==> config.mk <==
export PLATFORM = sky130hd
export DESIGN_NAME = ddr2pe_ctrl
export DESIGN_NICKNAME = d
export VERILOG_FILES = /design/src/rtl/ddr2pe_ctrl.sv
export SDC_FILE = /design/constraint.sdc
export NUM_CORES = 1
export LEC_CHECK = 0
export CORE_MARGIN = 2
export CORE_UTILIZATION = 45
export CTS_BUF_LIST = sky130_fd_sc_hd__clkbuf_2 sky130_fd_sc_hd__clkbuf_4 sky130_fd_sc_hd__clkbuf_8
export CTS_CLUSTER_DIAMETER = 50
export DETAILED_ROUTE_END_ITERATION = 6
export GPL_ROUTABILITY_DRIVEN = 0
export PLACE_DENSITY = 0.81
export SLEW_MARGIN = 10
export SYNTH_ARGS = -nofsm -noshare
export SYNTH_HDL_FRONTEND = slang
export SYNTH_SLANG_ARGS = --single-unit
==> constraint.sdc <==
create_clock -name clk -period 3.4 [get_ports clk]
set_clock_uncertainty 0.2 [all_clocks]
set_input_delay 0.85 -clock clk [delete_from_list [all_inputs] [get_ports clk]]
set_output_delay 0.85 -clock clk [all_outputs]
set_load 0.03 [all_outputs]
==> src/rtl/ddr2pe_ctrl.sv <==
// ddr2pe_ctrl: walks the PE groups for one layer-load command, launching the
// index-buffer and data-buffer loaders per group and waiting for both to finish.
module ddr2pe_ctrl #(
   parameter int unsigned PE_NUM    = 32,
   parameter int unsigned IDX_DEPTH = 256,
   parameter int unsigned BUF_DEPTH = 256,
   localparam int unsigned G   = PE_NUM / 4,
   localparam int unsigned GNW = $clog2(G + 1),
   localparam int unsigned GW  = (G > 1) ? $clog2(G) : 1,
   localparam int unsigned IW  = $clog2(IDX_DEPTH),
   localparam int unsigned PW  = $clog2(BUF_DEPTH)
) (
   input  logic           clk,
   input  logic           rst,
   input  logic           start,
   input  logic [1:0]     mode,
   input  logic [GNW-1:0] grp_num,
   input  logic [IW-1:0]  idx_num,
   input  logic [7:0]     ch_num,
   input  logic [3:0]     row_num,
   input  logic [PW-1:0]  pix_num,
   output logic           busy,
   output logic           done,
   output logic [G-1:0]   wr_sel,
   output logic           ibuf_start,
   output logic           dbuf_start,
   input  logic           ibuf_done,
   input  logic           dbuf_done,
   output logic [1:0]     ld_mode,
   output logic [IW-1:0]  ld_idx_num,
   output logic [7:0]     ld_ch_num,
   output logic [3:0]     ld_row_num,
   output logic [PW-1:0]  ld_pix_num
);

   typedef enum logic [1:0] {StIdle, StLaunch, StWait, StFin} state_e;

   state_e         state_q, state_d;
   logic [GW-1:0]  g_q, g_d;
   logic           fi_q, fi_d;
   logic           fd_q, fd_d;
   logic           latch;

   logic [GNW-1:0] grp_q;
   logic [GNW-1:0] grp_clamped;
   logic [1:0]     mode_q;
   logic [IW-1:0]  idx_q;
   logic [7:0]     ch_q;
   logic [3:0]     row_q;
   logic [PW-1:0]  pix_q;

   // Registered outputs, computed from the next state so they line up with it
   logic           busy_q, busy_d;
   logic           done_q, done_d;
   logic           launch_q, launch_d;
   logic [G-1:0]   sel_q, sel_d;

   // Requests beyond the PE array are clamped to the full group count
   always_comb begin
      grp_clamped = grp_num;
      if (grp_num > GNW'(G)) begin
         grp_clamped = GNW'(G);
      end
   end

   // Next-state, group counter, done flags and registered-output next values
   always_comb begin
      state_d = state_q;
      g_d     = g_q;
      fi_d    = fi_q;
      fd_d    = fd_q;
      latch   = 1'b0;

      unique case (state_q)
         StIdle: begin
            if (start) begin
               latch = 1'b1;
               g_d   = '0;
               if (grp_clamped == '0) begin
                  state_d = StFin;
               end else begin
                  state_d = StLaunch;
               end
            end
         end
         StLaunch: begin
            // Fresh flags for this group; a zero-latency done is still captured
            fi_d    = ibuf_done;
            fd_d    = dbuf_done;
            state_d = StWait;
         end
         StWait: begin
            fi_d = fi_q | ibuf_done;
            fd_d = fd_q | dbuf_done;
            if (fi_d && fd_d) begin
               if (GNW'(g_q) == grp_q - GNW'(1)) begin
                  state_d = StFin;
               end else begin
                  g_d     = g_q + GW'(1);
                  state_d = StLaunch;
               end
            end
         end
         StFin: begin
            state_d = StIdle;
         end
         default: begin
            state_d = StIdle;
         end
      endcase

      busy_d   = (state_d != StIdle);
      done_d   = (state_d == StFin);
      launch_d = (state_d == StLaunch);
      sel_d    = '0;
      if (state_d == StLaunch || state_d == StWait) begin
         sel_d = G'(1) << g_d;
      end
   end

   // FSM state, group counter and per-group done flags
   always_ff @(posedge clk or posedge rst) begin
      if (rst) begin
         state_q <= StIdle;
         g_q     <= '0;
         fi_q    <= 1'b0;
         fd_q    <= 1'b0;
      end else begin
         state_q <= state_d;
         g_q     <= g_d;
         fi_q    <= fi_d;
         fd_q    <= fd_d;
      end
   end

   // Command registers, loaded only when a start is accepted in idle
   always_ff @(posedge clk or posedge rst) begin
      if (rst) begin
         grp_q  <= '0;
         mode_q <= '0;
         idx_q  <= '0;
         ch_q   <= '0;
         row_q  <= '0;
         pix_q  <= '0;
      end else if (latch) begin
         grp_q  <= grp_clamped;
         mode_q <= mode;
         idx_q  <= idx_num;
         ch_q   <= ch_num;
         row_q  <= row_num;
         pix_q  <= pix_num;
      end
   end

   // Output registers
   always_ff @(posedge clk or posedge rst) begin
      if (rst) begin
         busy_q   <= 1'b0;
         done_q   <= 1'b0;
         launch_q <= 1'b0;
         sel_q    <= '0;
      end else begin
         busy_q   <= busy_d;
         done_q   <= done_d;
         launch_q <= launch_d;
         sel_q    <= sel_d;
      end
   end

   assign busy       = busy_q;
   assign done       = done_q;
   assign ibuf_start = launch_q;
   assign dbuf_start = launch_q;
   assign wr_sel     = sel_q;
   assign ld_mode    = mode_q;
   assign ld_idx_num = idx_q;
   assign ld_ch_num  = ch_q;
   assign ld_row_num = row_q;
   assign ld_pix_num = pix_q;

endmodule

==> PnR_summary.wiki <==
{| class="wikitable"
! Metric !! Value
|-
| Outcome || finished, final reports clean
|-
| DR vias/cell || 4.96
|-
| CTS HTree Levels || 2
|-
| Routed Antenna Nets || 0
|-
| Initial Util || roughly 47%
|-
| Minimum clock period || 3.03 ns
|-
| Post-Syn Area || 2240 um2
|-
| Proportion of synthesized flip-flops having asynchronous set or reset || 100%
|-
| CTS hold repair buffers || 0
|-
| Area share of the largest cell type after synthesis || 58.0%
|-
| Worst voltage drop across the vdd grid || 0.541 mV
|-
| RSZ-0062 raised after global routing || false
|-
| Ys flop type || sky130_fd_sc_hd__dfrtp_1
|-
| Element type at the critical path start || flip-flop
|-
| Total vias in the final route || 1573
|-
| Combined global-route utilization of all metal layers || about 18%
|-
| Deepest clock path buffer count || 2
|-
| Synthesized netlist cell count || 167
|-
| Dominant cell type by count on the critical path || sky130_fd_sc_hd__ha_1
|-
| Utilization after layout || between 60 and 70%
|-
| Number of clock sinks seen by CTS || 52
|-
| Layout overhead on the synthesized area || 44.9%
|-
| Syn Area/Cell || 13.4 um2
|-
| Std-Cell Rows || 25
|-
| Area contributors post-synth || sky130_fd_sc_hd__dfrtp_1 (58%), sky130_fd_sc_hd__mux2_2 (16%), sky130_fd_sc_hd__ha_1 (3.9%)
|-
| Nets || 296
|-
| Number of buffers created by CTS || 5
|-
| Worst-path clk slew || 0.09 ns
|-
| Slowest-stage cell, CP || sky130_fd_sc_hd__dfrtp_1
|-
| Final Hold Fails || 0
|-
| Pwr per Cell Area || 1030 nW/um2
|-
| Library cell with the highest instance count after synthesis || sky130_fd_sc_hd__dfrtp_1
|-
| Leading post-synthesis cells by instance count || sky130_fd_sc_hd__dfrtp_1 (52), sky130_fd_sc_hd__mux2_2 (31), sky130_fd_sc_hd__inv_1 (9), sky130_fd_sc_hd__nand2_1 (9), sky130_fd_sc_hd__ha_1 (7)
|-
| Number of buffers inserted by post-CTS setup repair || 0
|-
| Die height || ~75 um
|-
| Actual transition at the worst max-transition pin || 0.438 ns
|-
| TritonCTS clock tree || yes
|-
| Max-cap violations || 0
|-
| Count of buffers inserted at the top-level ports || 80
|-
| Setup CP Type || reg -> reg
|-
| Proportion of synthesized chip area in sequential cells || roughly 58%
|-
| Library cell occupying the most area in the post-synthesis netlist || sky130_fd_sc_hd__dfrtp_1
|-
| Final Slew Violations || 0
|-
| Worst Hold Class || reg -> reg
|-
| Total inserted antenna cells || 0
|-
| First-pass detailed-route iteration total || 4
|-
| Leakage component of the power || approximately 1.4 nW
|-
| Area of the die || 5570 um2
|-
| Antenna violations before repair || 0
|-
| Routed WL per cell || 14.3 um
|-
| Share of layout cells above drive strength 1 || 19.2%
|-
| CP arrival || between 3 and 4 ns
|-
| Final routed DRC violation total || 0
|-
| Count of yosys warnings during synthesis || 0
|-
| Tcrit/Tclk final || between 80% and 90%
|-
| Die width || 74.6 um
|-
| Highest attainable clock frequency || between 300 and 400 MHz
|-
| Vias in the first global route || 1649
|-
| Setup tns final || 0 ns
|-
| Setup violation total in the final timing report || 0
|-
| Total Wirelength || 4550 um
|-
| Core outline area || 4750 um2
|-
| Number of distinct library cells after synthesis || 40
|-
| Clock latency on the worst-skew pair || 0.29 ns
|-
| Number of enable flip-flop cells after synthesis || 0
|-
| Synthesis-stage register bit count || 52
|-
| Setup crit end kind || flip-flop
|-
| Net count after synthesis || 213
|-
| Post-cts resize count || 0
|-
| Global-route wire length before repair || 7450 um
|-
| Cells along the critical path || inv_1 -> ha_1 -> xnor3_1 -> and3_4 -> a21oi_1 -> o21ai_0 -> a211oi_1 -> ha_1 -> nand4b_1 -> nor3b_1
|-
| Worst slew margin relative to its limit || a little over two thirds
|-
| Largest stage delay on the critical path || 0.43 ns
|-
| Number of placed I/O pins || 81
|-
| Number of DRC violations after detailed-routing iteration 0 || 72
|-
| Post-DP HPWL || between 3000 and 4000 um
|-
| Crit path max fanout || 4
|-
| CTS root buffer || sky130_fd_sc_hd__clkbuf_8
|-
| Sum of overflow across all layers after global routing || 0
|-
| Pin count of the biggest net entering global routing || 53
|-
| Required time worst endpoint || 3.40 ns
|}
## worst max-delay path: cells and delay by family, from the launching register on
| family | cells | cell delay (ns) |
|---|---|---|
| simple gates | 3 | 0.70 |
| compound gates | 3 | 0.68 |
| fa+ha+maj | 2 | 0.49 |
| flops | 1 | 0.43 |
| xor+xnor | 1 | 0.37 |
| buf+inv | 1 | 0.06 |
## cell usage in the layout, fill, tap and decap left out, types with 2 or more instances in the layout
cell type	instances
sky130_fd_sc_hd__a21oi_1	2
sky130_fd_sc_hd__mux2_2	31
sky130_fd_sc_hd__clkdlybuf4s50_1	80
sky130_fd_sc_hd__nand2_1	9
sky130_fd_sc_hd__xor2_1	3
sky130_fd_sc_hd__ha_1	7
sky130_fd_sc_hd__clkbuf_8	5
sky130_fd_sc_hd__o21ai_0	6
sky130_fd_sc_hd__nor3b_1	2
sky130_fd_sc_hd__and3b_1	2
sky130_fd_sc_hd__dfrtp_1	52
sky130_fd_sc_hd__o22a_1	2
sky130_fd_sc_hd__nand3_1	2
sky130_fd_sc_hd__bufinv_16	2
sky130_fd_sc_hd__nor3_1	3
sky130_fd_sc_hd__nor3b_2	2
sky130_fd_sc_hd__inv_1	8
sky130_fd_sc_hd__nand2b_1	4
sky130_fd_sc_hd__a22o_1	2
sky130_fd_sc_hd__nor2_1	4
## path summary, 6_finish.rpt
path                                  to           from  cells past startpoint  slack, ns
setup reg to reg               wr_sel[4]       grp_q[0]                     10       0.37
hold / removal             ld_pix_num[1]  ld_pix_num[1]                      1       0.31
setup / recovery               wr_sel[4]       grp_q[0]                     10       0.37
hold reg to reg            ld_pix_num[1]  ld_pix_num[1]                      1       0.31
min in group asynchronous  ld_row_num[1]            rst                      3       0.70
max in group asynchronous  ld_row_num[3]            rst                      3       2.06
## per-stage QoR
step,hold WS (ns),total power (W),setup WS [ns],std cells,area (um2)
after floorplan,0.287,0.00223,0.514,167,2240
after global placement,0.285,0.00283,0.178,310,3120
after detailed placement,0.293,0.00288,0.115,310,3120
after CTS,0.315,0.00336,0.336,317,3250
after global routing,0.326,0.00354,0.127,317,3250
final,0.309,0.00334,0.370,317,3250
## kinds of logic (layout without fill, tap and decap cells)
kind of cell	count (synthesis)	count (layout)	share of synthesized area, %
flip-flops	52	52	58.0
AND/OR/NAND/NOR	35	35	9.48
multiplexers	32	32	16.0
AO/OA/AOI/OAI	21	21	7.03
buffers and inverters	15	98	3.01
adder cells (fa/ha/maj)	7	7	3.90
XOR/XNOR	5	5	2.57
## power breakdown
group	internal [W]	switching (W)	total (W)
registers	0.000896	0.000155	0.00105
logic	0.000830	0.000972	0.00180
clock network	0.000290	0.000196	0.000486
total	0.00202	0.00132	0.00334
## layout make-up
type	count	area [um2]
Clock buffer	5	68.8
Clock inverter	2	60.1
Fill cell	372	1500
Inverter	9	33.8
Multi-Input combinational cell	100	875
Sequential cell	52	1300
Tap cell	67	83.8
Timing Repair Buffer	82	828
## flip-flops by register name, indices dropped and copies added (netlist names)
register,flops
ld_ch_num,8
fi_q,1
busy,1
done,1
ld_mode,2
ld_idx_num,8
dbuf_start,1
g_q,3
wr_sel,8
fd_q,1
grp_q,4
ld_pix_num,8
state_q,2
ld_row_num,4
## routing by layer
metal  global-route usage [%]  up-vias  wire length, um  share of wire, %
met1                     21.9      764             1910                42
met3                     5.42        6              293               6.4
li1                         -      751                -                 -
met4                     5.16        0               48               1.1
met2                     29.6       52             2300                50
met5                        0        -                0                 0
Power figures use the tool's default switching activity.
==> RTL edit 1, RTL diff (same settings) <==
Register the output `done` once more, with the module's reset; this adds one clock of latency there. The other outputs are not delayed to match. Comments in the files are not updated.
--- a/src/rtl/ddr2pe_ctrl.sv
+++ b/src/rtl/ddr2pe_ctrl.sv
@@ -168,7 +168,13 @@
    end
 
    assign busy       = busy_q;
-   assign done       = done_q;
+   always_ff @(posedge clk or posedge rst) begin
+      if (rst) begin
+         done <= '0;
+      end else begin
+         done <= done_q;
+      end
+   end
    assign ibuf_start = launch_q;
    assign dbuf_start = launch_q;
    assign wr_sel     = sel_q;
Check against the original RTL: not equivalent (a bounded check fails within 4 cycles, from zero or initial values and one cycle with rst high).
==> RTL edit 1 against the unedited design <==
Total power fell by 3.0%. Synthesized area rose by 1.1%. Via count rose by 1.1%. Setup slack improved by 0.011 ns. Global-route usage fell by 0.79 points. Sequential cell count rose by 1. Maximum frequency rose by 0.37%. First-iteration DRC count rose by 5.6%. Wire length fell by 4.3%. Final area fell by 0.35%. Core utilization fell by 0.68 points. Critical endpoint is now wr_sel[5]$_DFF_PP0_. Largest cell class unchanged. Largest power group unchanged. Highest routed layer unchanged.
==> RTL edit 1: results <==
[route]
first_pass_iters = 4
initialDrtViolationCount = 76
wirelength_um = 4350
wl_met2_um = 2140
via_count = 1591
wl_met1_um = 1840
dr_wl_met3_um = 330

[yosys]
synthAdderAreaFrac_pct = 3.86
synthTopCellsByArea = "dfrtp_1 (58%), mux2_2 (15%), ha_1 (3.9%), inv_1 (1.5%), nand2_1 (1.5%)"
synth_nets = 214
avgSynthCellArea_um2 = 13.5
synthTopCellsByCount = "dfrtp_1 (53), mux2_2 (31), inv_1 (9), nand2_1 (9), ha_1 (7)"
muxShareOfSynthArea_pct = 15.8
synthXorXnorAreaFrac_pct = 2.54
yosysSeqAreaShare_pct = 58.5
yosysWarningCount = 0
synth_compound_area_share_pct = 6.95

[grt]
grt_use_met2_pct = 28.7
grt_max_degree = 54
met3_usage_pct = 6.96
grt_util_met1_pct = 19.3
grt_pass1_wl_um = 7070
antenna_found_initial = 0
grt_pass1_vias = 1659
grt_usage_pct = 16.8

[power]
p_leak_nw = 1.42
peakVddDrop_v = 0.000551

[sta]
worst_slew_pin_slew_ns = 0.648
finalHoldWorstSlack_ns = 0.158

[min_path]
hold_depth = 0
hp-start = "done_q$_DFF_PP0_"
hold_end = "done$_DFF_PP0_"

[placement]
dpl_worst_slack_ns = 0.0864
io_buffer_count = 80
place_area_um2 = 3130
hpwl_um = 3190
place_inst = 311

[clocking]
clk_pin_slew_ns = 0.09
cts_resized = 0

[worst_setup_path]
rr_worst_depth = 10
arrival_ns = 3.06
regToRegEndpoint = "wr_sel[5]$_DFF_PP0_"

[cells_and_area]
drive_gt1_share_pct = 19.4
fin_cells = 319
num-nets-final = 297

[outcome]
status = "completed"
-- RTL edit 1: cell type report --
| cell class | count | area [um2] |
|---|---|---|
| inverter | 9 | 33.8 |
| fill | 381 | 1550 |
| tap | 67 | 83.8 |
| timing repair buffer | 82 | 816 |
| multi-input combinational | 100 | 875 |
| clock buffer | 7 | 96.3 |
| clock inverter | 1 | 8.76 |
| sequential | 53 | 1330 |
-- RTL edit 1: kinds of logic (layout without fill, tap and decap cells) --
logic type / after synthesis / in the layout
flops: 53 / 53
mux: 32 / 32
simple gates: 35 / 35
compound gates: 21 / 21
fa+ha+maj: 7 / 7
buf+inv: 15 / 99
xor+xnor: 5 / 5
-- RTL edit 1: worst max path at each step --
| stage | from | endpoint | slack [ns] |
|---|---|---|---|
| 2_1_floorplan | start | wr_sel[5]$_DFF_PP0_ | 0.51 |
| 3_3_place_gp | dbuf_done | wr_sel[5]$_DFF_PP0_ | 0.18 |
| 3_5_place_dp | dbuf_done | wr_sel[5]$_DFF_PP0_ | 0.09 |
| 4_1_cts | grp_q[0]$_DFFE_PP0P_ | wr_sel[5]$_DFF_PP0_ | 0.33 |
| 5_1_grt | grp_q[0]$_DFFE_PP0P_ | wr_sel[5]$_DFF_PP0_ | 0.16 |
| 6_report | grp_q[0]$_DFFE_PP0P_ | wr_sel[5]$_DFF_PP0_ | 0.38 |
-- RTL edit 1: power by group --
part / switching (mW) / total [mW] / internal [mW] / leakage (nW)
sequential: 0.159 / 1.07 / 0.911 / 0.653
clock: 0.200 / 0.389 / 0.188 / 0.0549
combinational: 0.954 / 1.78 / 0.827 / 0.714
total: 1.31 / 3.24 / 1.93 / 1.42
==> RTL edit 2, RTL diff (config.mk and constraints unchanged) <==
Without the edit above. The parameter `PE_NUM` goes from 32 to 16.
--- a/src/rtl/ddr2pe_ctrl.sv
+++ b/src/rtl/ddr2pe_ctrl.sv
@@ -1,7 +1,7 @@
 // ddr2pe_ctrl: walks the PE groups for one layer-load command, launching the
 // index-buffer and data-buffer loaders per group and waiting for both to finish.
 module ddr2pe_ctrl #(
-   parameter int unsigned PE_NUM    = 32,
+   parameter int unsigned PE_NUM    = 16,
    parameter int unsigned IDX_DEPTH = 256,
    parameter int unsigned BUF_DEPTH = 256,
    localparam int unsigned G   = PE_NUM / 4,
Interface: changed (resized grp_num and wr_sel); port bits go from 81 to 76. No check against the original RTL was run, so the function may have changed too.
==> RTL edit 2 against the unedited design <==
Clock power down 32%. Via count decreased by 9.0%. Sequential share of layout area down 0.70 points. Setup slack better by 0.12 ns. Synthesized area shrank 10%. Wire length is 12% lower. Total power down 13%. Sequential cell count fell by 6. Register-to-register slack gained 0.27 ns. Final area decreased by 10%. Critical path type is now primary input to register. Largest cell class unchanged. Largest power group unchanged.
==> RTL edit 2: results <==
[yosys]
synthTopCellsByCount = "dfrtp_1 (46), mux2_1 (32), inv_1 (9)"
avgSynthCellArea_um2 = 13.5
synth_nets = 195
yosysWarningCount = 0
synthTopCellsByArea = "dfrtp_1 (57%), mux2_1 (18%), ha_1 (4.3%), inv_1 (1.7%), xor2_2 (1.6%)"
yosysSeqAreaShare_pct = 57.0
synth_cell_types = 34

[power]
comb-power_mw = 1.63
p_clk_mw = 0.329
p_leak_nw = 1.26
clkPwrFrac_pct = 11.3
peakVddDrop_v = 0.000482
swShare_pct = 41.8

[route]
dr_wl_met3_um = 278
wl_met1_um = 1700
via_count = 1431
wirelength_um = 3990
initialDrtViolationCount = 61
avgRoutedWirePerCell_um = 14.1
highest_layer = "met4"
wl_met2_um = 1950

[min_path]
hp-start = "ld_pix_num[1]$_DFFE_PP0P_"
hold_depth = 1

[outcome]
status = "completed"

[grt]
grt_util_met1_pct = 20.3
grt_use_met2_pct = 31.2
busiest_layer = "met2"
met3_usage_pct = 5.27
grt_max_degree = 36
grt_usage_pct = 17.6
grt_pass1_wl_um = 6940
grt_pass1_vias = 1534

[sta]
worst_slew_pin_slew_ns = 0.438
finalHoldWorstSlack_ns = 0.293
max_freq_ghz = 0.344

[worst_setup_path]
critPathLaunch = "ibuf_done"
crit_end = "wr_sel[0]$_DFF_PP0_"
arrival_ns = 2.92
crit_fanout = 3
rr_worst_depth = 9
r2r_slack_ns = 0.64

[clocking]
cts_setup_buffers = 0
clk_pin_slew_ns = 0.08
worstSkewPairLatency_ns = 0.30
cts-htree-levels = 2
numCtsBuffers = 5

[cells_and_area]
num-nets-final = 275
fillers = 332
drive_gt1_share_pct = 8.23
area_growth_pct = 45.0

[placement]
io_buffer_count = 75
place_area_um2 = 2840
dpl_worst_slack_ns = 0.184
hpwl_um = 3100
-- RTL edit 2: cell type report --
cell class	count	area share (%)
timing repair buffer	79	26.7
clock buffer	6	2.61
tap	52	2.22
clock inverter	2	0.470
inverter	9	1.15
multi-input combinational	89	27.5
sequential	46	39.3
-- RTL edit 2: critical path: stages --
cell             delay, ns
clkdlybuf4s50_1       0.51
o22a_1                0.18
nand4_1               0.10
a21oi_1               0.19
a211oi_1              0.10
ha_1                  0.31
or4b_4                0.47
a211oi_2              0.20
-- RTL edit 2: cell families (layout without fill, tap and decap cells) --
logic type / after synthesis / count (layout) / synth area share [%]
AOI/OAI and AO/OA: 23 / 23 / 8.12
xor gates and xnor gates: 4 / 4 / 2.85
adders and majority gates: 7 / 7 / 4.34
buffers and inverters: 15 / 96 / 3.04
DFF: 46 / 46 / 57.0
muxes: 32 / 32 / 17.9
and+or+nand+nor: 23 / 23 / 6.76
